===== src/rtl/scr1_imem_arb_pkg.sv =====
// Shared types for the SCR1 instruction-memory arbiter: owner encoding and
// imem response codes.
package scr1_imem_arb_pkg;

   typedef enum logic {
      CORE = 1'b0,
      AUX  = 1'b1
   } type_scr1_imem_arb_owner_e;

   localparam logic [1:0] SCR1_MEM_RESP_NOTRDY = 2'b00;
   localparam logic [1:0] SCR1_MEM_RESP_RDY_OK = 2'b01;
   localparam logic [1:0] SCR1_MEM_RESP_RDY_ER = 2'b10;

endpackage : scr1_imem_arb_pkg


===== src/rtl/scr1_imem_arb_owner_fifo.sv =====
// In-order owner FIFO: remembers which requester owns each outstanding imem
// transfer. DEPTH must be a power of two so the pointers wrap naturally.
module scr1_imem_arb_owner_fifo
   import scr1_imem_arb_pkg::*;
#(
   parameter int DEPTH = 4
) (
   input  logic                       clk,
   input  logic                       rst,
   input  logic                       push_i,
   input  logic                       pop_i,
   input  type_scr1_imem_arb_owner_e  din_i,
   output type_scr1_imem_arb_owner_e  dout_o,
   output logic                       full_o,
   output logic                       empty_o,
   output logic [$clog2(DEPTH):0]     cnt_o
);

   localparam int PTR_W = $clog2(DEPTH);
   localparam int CNT_W = PTR_W + 1;

   type_scr1_imem_arb_owner_e mem_q [DEPTH];
   logic [PTR_W-1:0] wr_ptr_q, wr_ptr_d;
   logic [PTR_W-1:0] rd_ptr_q, rd_ptr_d;
   logic [CNT_W-1:0] cnt_q, cnt_d;

   always_comb begin
      wr_ptr_d = wr_ptr_q;
      rd_ptr_d = rd_ptr_q;
      cnt_d    = cnt_q;
      if (push_i) wr_ptr_d = wr_ptr_q + PTR_W'(1);
      if (pop_i)  rd_ptr_d = rd_ptr_q + PTR_W'(1);
      case ({push_i, pop_i})
         2'b10:   cnt_d = cnt_q + CNT_W'(1);
         2'b01:   cnt_d = cnt_q - CNT_W'(1);
         default: cnt_d = cnt_q;
      endcase
   end

   always_ff @(posedge clk or posedge rst) begin
      if (rst) begin
         wr_ptr_q <= '0;
         rd_ptr_q <= '0;
         cnt_q    <= '0;
      end else begin
         wr_ptr_q <= wr_ptr_d;
         rd_ptr_q <= rd_ptr_d;
         cnt_q    <= cnt_d;
      end
   end

   // Storage carries no reset; stale entries are never observed past empty.
   always_ff @(posedge clk) begin
      if (push_i) mem_q[wr_ptr_q] <= din_i;
   end

   assign dout_o  = mem_q[rd_ptr_q];
   assign full_o  = (cnt_q == CNT_W'(DEPTH));
   assign empty_o = (cnt_q == '0);
   assign cnt_o   = cnt_q;

endmodule : scr1_imem_arb_owner_fifo


===== src/rtl/scr1_imem_arb.sv =====
// Core/aux arbiter in front of the single SCR1 imem port. Define
// SCR1_IMEM_ARB_RR_EN for round-robin arbitration; default is core priority.
module scr1_imem_arb
   import scr1_imem_arb_pkg::*;
#(
   parameter int OUTSTD_DEPTH = 4,
   parameter int ADDR_W       = 32,
   parameter int DATA_W       = 32
) (
   input  logic                          clk,
   input  logic                          rst,
   input  logic                          core_imem_req,
   input  logic [ADDR_W-1:0]             core_imem_addr,
   output logic                          core_imem_req_ack,
   output logic [DATA_W-1:0]             core_imem_rdata,
   output logic [1:0]                    core_imem_resp,
   input  logic                          aux_imem_req,
   input  logic [ADDR_W-1:0]             aux_imem_addr,
   output logic                          aux_imem_req_ack,
   output logic [DATA_W-1:0]             aux_imem_rdata,
   output logic [1:0]                    aux_imem_resp,
   output logic                          imem_req,
   output logic [ADDR_W-1:0]             imem_addr,
   input  logic                          imem_req_ack,
   input  logic [DATA_W-1:0]             imem_rdata,
   input  logic [1:0]                    imem_resp,
   output logic [$clog2(OUTSTD_DEPTH):0] arb_pend_cnt,
   output logic                          arb_err
);

   type_scr1_imem_arb_owner_e sel;
   type_scr1_imem_arb_owner_e lock_sel_q;
   type_scr1_imem_arb_owner_e fifo_head;
   logic lock_q, lock_d;
   logic err_q, err_d;
   logic fifo_full, fifo_empty;
   logic accept, resp_vld, resp_route;
`ifdef SCR1_IMEM_ARB_RR_EN
   type_scr1_imem_arb_owner_e rr_q, rr_d;
`endif

   // A request offered but not yet acked keeps its owner on the bus.
   always_comb begin
      sel = CORE;
      if (lock_q) begin
         sel = lock_sel_q;
      end else if (core_imem_req & aux_imem_req) begin
`ifdef SCR1_IMEM_ARB_RR_EN
         sel = rr_q;
`else
         sel = CORE;
`endif
      end else if (aux_imem_req) begin
         sel = AUX;
      end
   end

   assign imem_req  = (core_imem_req | aux_imem_req) & ~fifo_full & ~rst;
   assign imem_addr = (sel == AUX) ? aux_imem_addr : core_imem_addr;
   assign accept    = imem_req & imem_req_ack;
   assign lock_d    = imem_req & ~imem_req_ack;

   assign core_imem_req_ack = accept & (sel == CORE);
   assign aux_imem_req_ack  = accept & (sel == AUX);

   assign resp_vld   = (imem_resp != SCR1_MEM_RESP_NOTRDY);
   assign resp_route = resp_vld & ~fifo_empty;
   assign err_d      = err_q | (resp_vld & fifo_empty);

   assign core_imem_resp  = (resp_route && fifo_head == CORE) ? imem_resp  : SCR1_MEM_RESP_NOTRDY;
   assign core_imem_rdata = (resp_route && fifo_head == CORE) ? imem_rdata : '0;
   assign aux_imem_resp   = (resp_route && fifo_head == AUX)  ? imem_resp  : SCR1_MEM_RESP_NOTRDY;
   assign aux_imem_rdata  = (resp_route && fifo_head == AUX)  ? imem_rdata : '0;

   always_ff @(posedge clk or posedge rst) begin
      if (rst) begin
         lock_q     <= 1'b0;
         lock_sel_q <= CORE;
         err_q      <= 1'b0;
      end else begin
         lock_q     <= lock_d;
         lock_sel_q <= sel;
         err_q      <= err_d;
      end
   end

`ifdef SCR1_IMEM_ARB_RR_EN
   assign rr_d = accept ? ((sel == CORE) ? AUX : CORE) : rr_q;

   always_ff @(posedge clk or posedge rst) begin
      if (rst) rr_q <= CORE;
      else     rr_q <= rr_d;
   end
`endif

   scr1_imem_arb_owner_fifo #(
      .DEPTH (OUTSTD_DEPTH)
   ) u_owner_fifo (
      .clk     (clk),
      .rst     (rst),
      .push_i  (accept),
      .pop_i   (resp_route),
      .din_i   (sel),
      .dout_o  (fifo_head),
      .full_o  (fifo_full),
      .empty_o (fifo_empty),
      .cnt_o   (arb_pend_cnt)
   );

   assign arb_err = err_q;

endmodule : scr1_imem_arb


===== config.mk =====
export PLATFORM = sky130hd
export DESIGN_NAME = scr1_imem_arb
export DESIGN_NICKNAME = d
export VERILOG_FILES = /design/src/rtl/scr1_imem_arb_pkg.sv /design/src/rtl/scr1_imem_arb_owner_fifo.sv /design/src/rtl/scr1_imem_arb.sv
export SDC_FILE = /design/constraint.sdc
export NUM_CORES = 1
export LEC_CHECK = 0
export CAP_MARGIN = 40
export CELL_PAD_IN_SITES_DETAIL_PLACEMENT = 0
export CELL_PAD_IN_SITES_GLOBAL_PLACEMENT = 1
export CORE_MARGIN = 4
export CORE_UTILIZATION = 13
export CTS_CLUSTER_DIAMETER = 40
export DETAILED_ROUTE_END_ITERATION = 10
export GPL_ROUTABILITY_DRIVEN = 0
export PLACE_DENSITY_LB_ADDON = 0.1
export SYNTH_ARGS = -nofsm -noshare
export SYNTH_HDL_FRONTEND = slang
export SYNTH_SLANG_ARGS = --single-unit

===== constraint.sdc =====
create_clock -name clk -period 2 [get_ports clk]
set_input_delay 0.4 -clock clk [delete_from_list [all_inputs] [get_ports clk]]
set_output_delay 0.4 -clock clk [all_outputs]
set_load 0.05 [all_outputs]

==> summary.txt <==
Setup path
  – Crit-path max cell delay: 0.34 ns
  – Crit path kind: input pin to primary output
  – CP most frequent cell: buf_6
  – Crit start category: input pin
  – CP Max Fanout: 6
  – Setup crit end kind: primary output
  – Crit path launch: aux_imem_req
  – Worst path slowest cell: mux2_2
  – Worst EP required: 1.60 ns
  – R2R depth: 9
  – Reg2reg start: u_owner_fifo.cnt_o[0]
  – Arr. time, crit path: 1.74 ns
  – CP cell instances: dlygate4sd2_1 > nor3b_4 > a21oi_4 > buf_6 > clkbuf_16 > mux2_2 > buf_6

Run status
  – Outcome: finished, violations left
  – Failing checks: setup timing

Synthesis
  – Area share of the largest cell type after synthesis: 0.239
  – Post-Syn Area: 1560 um^2
  – Syn Nets: 313
  – Distinct cell type count after synthesis: 25
  – Synthesized flop and latch total: 14
  – Post-Syn Instances: 204
  – Seq/Total Area, Yosys: 0.238
  – Syn avg cell area: 7.63 um^2
  – Yosys synthesis warning count: 0
  – Main area contributors after synthesis: mux2_2 24%, nor2_1 16%, dfrtp_1 16%
  – Cell accounting for the most synthesized area: mux2_2

GRT
  – Largest net degree at the start of global routing: 20
  – Antenna violations before repair: 2
  – Global-route wire length before repair: 13800 um
  – Grt ovf: 0
  – Total global-route track usage: 0.122
  – Vias in the first global route: 2386

Layout
  – Layout cells sized above 1: 0.683
  – Post-synthesis to final-layout area growth: 291%
  – Post-route cell area: 6080 um^2
  – Nets@finish: 555
  – Most frequent cells in the layout: 96 x clkdlybuf4s50_1, 77 x buf_12, 34 x nor2_4
  – Most common cell after layout, fill and taps aside: clkdlybuf4s50_1

Clocking
  – Worst skew pair latency: 0.24 ns
  – H-tree depth: 1
  – Post-CTS Hold Buffers: 0
  – Clk root buf: clkbuf_16
  – Maximum clock path buffer count: 2
  – TritonCTS clock tree: yes
  – Total CTS buffers: 3
  – Clock sink total: 14
  – Reg clk slew, reported paths: 0.05 ns

STA
  – Fin worst setup slack: -0.135 ns
  – Worst slew pin tran: 0.409 ns
  – Final hold vios: 0
  – Final Slew Violations: 0
  – # setup viols final: 102
  – Fin Hold WS: 0.463 ns
  – Max Clock Skew: 0.00423 ns
  – Tmin final: 2.14 ns
  – Fmax: 468 MHz
  – Unrepaired setup endpoints after global routing: yes
  – Crit share post-route: 1.07
  – Fin Setup TNS: -9.10 ns
  – Max transition margin: 0.727

Die
  – Core area: 11600 um^2
  – Die ar.: 13800 um^2
  – # IOs: 210
  – Die height: 117 um
  – Starting Density: 0.135
  – Width of the die: 117 um
  – Row count: 39

Worst hold path
  – Worst Hold Launch: arb_err
  – Worst Hold Class: register to register
  – Hold depth: 2

Power
  – LEAKAGE: 0.00248 uW
  – Total power: 8240 uW
  – Power density over the cells: 1360 nW/um^2
  – Max VDD drop: 0.000876 V

Route
  – Detailed Route WL: 9700 um
  – Vias/cell: 3.99
  – Routed wire length per instance: 16.4 um
  – DRC viols: 0
  – Initial drt markers: 64
  – Vias: 2353
  – DRT antenna net count: 0
  – TritonRoute pass-1 iters: 4

Placement
  – DP Worst Slack: -0.364 ns
  – IO Port Bufs: 209
  – HPWL after DPL: 7130 um
  – Cell Area, Placed: 4830 um^2

Job
  – Maxcap violations: 0
-- kinds of logic after synthesis --
kind of cell | count (synthesis) | synth area share
simple gates | 115 | 0.315
mux | 38 | 0.274
buf+inv | 22 | 0.0683
flops | 14 | 0.238
xor+xnor | 6 | 0.0338
fa+ha+maj | 6 | 0.0531
compound gates | 3 | 0.0177
-- cell type report --
cell class,count,area [um^2]
diodes,2,5.00
flip-flops and latches,14,377
inverters,9,33.8
fillers,1022,5490
repair buffers,249,3460
multi-input cells,169,1940
clock buffers,4,88.8
well taps,143,179
-- worst max-delay path, delay by kind of cell --
kind / cells / cell delay [ns]
buffers and inverters: 4 / 0.70
muxes: 1 / 0.34
and+or+nand+nor: 1 / 0.16
AOI/OAI and AO/OA: 1 / 0.14
-- final timing paths --
kind	end	slack, ns
max reg2reg	u_owner_fifo.cnt_o[2]	0.07
min	arb_err	0.46
max	imem_addr[6]	-0.14
min reg2reg	arb_err	0.46
min in group asynchronous	lock_sel_q	0.47
max in group asynchronous	u_owner_fifo.cnt_o[2]	1.21
-- sequential cells by signal (all words and copies together), names as in the netlist --
register,flops
u_owner_fifo.mem_q,4
lock_sel_q,1
u_owner_fifo.wr_ptr_q,2
lock_q,1
arb_err,1
u_owner_fifo.rd_ptr_q,2
u_owner_fifo.cnt_o,3
-- power by group --
group / total (uW) / internal [uW] / leakage [uW] / switching, uW
Clock: 410 / 302 / 0.0000442 / 108
Sequential: 493 / 398 / 0.000148 / 95.4
Combinational: 7340 / 3420 / 0.00228 / 3920
-- what timing repair did --
item | in CTS | in global routing
hold endpoints to repair | 0 | 0
buffers inserted | 5 | 5
setup endpoints to repair | 103 | 104
cloned | 3 | 10
resized for setup | 95 | 96
pin swaps | 4 | 22
-- metrics by stage --
step,utilization,std cells
after CTS,0.462,574
after global routing,0.526,590
after global placement,0.417,562
after detailed placement,0.417,562
final,0.526,590
after floorplan,-,204
-- metal layers --
layer  vias up  wire, um  GRT usage
li1       1153         -          -
met1      1116      3510      0.136
met2        80      5720      0.241
met3         4       404     0.0250
met4         0        63     0.0132
met5         -         0          0
-- synth_stat cells --
master	instances
nor3b_1	1
xnor2_1	3
nor2_1	68
xor2_1	3
buf_2	10
mux2_2	33
mux2_1	1
nor4_1	1
o41ai_1	1
mux2i_2	1
ha_1	5
o32a_1	1
edfxtp_1	4
fa_1	1
nor3_1	1
dfrtp_1	10
and3_1	4
a21oi_2	1
nand2_1	33
inv_1	9
nor4b_4	1
mux2i_1	3
buf_4	3
and2_1	5
nor3b_2	1
Note: power is estimated with default switching activity, not from simulation.
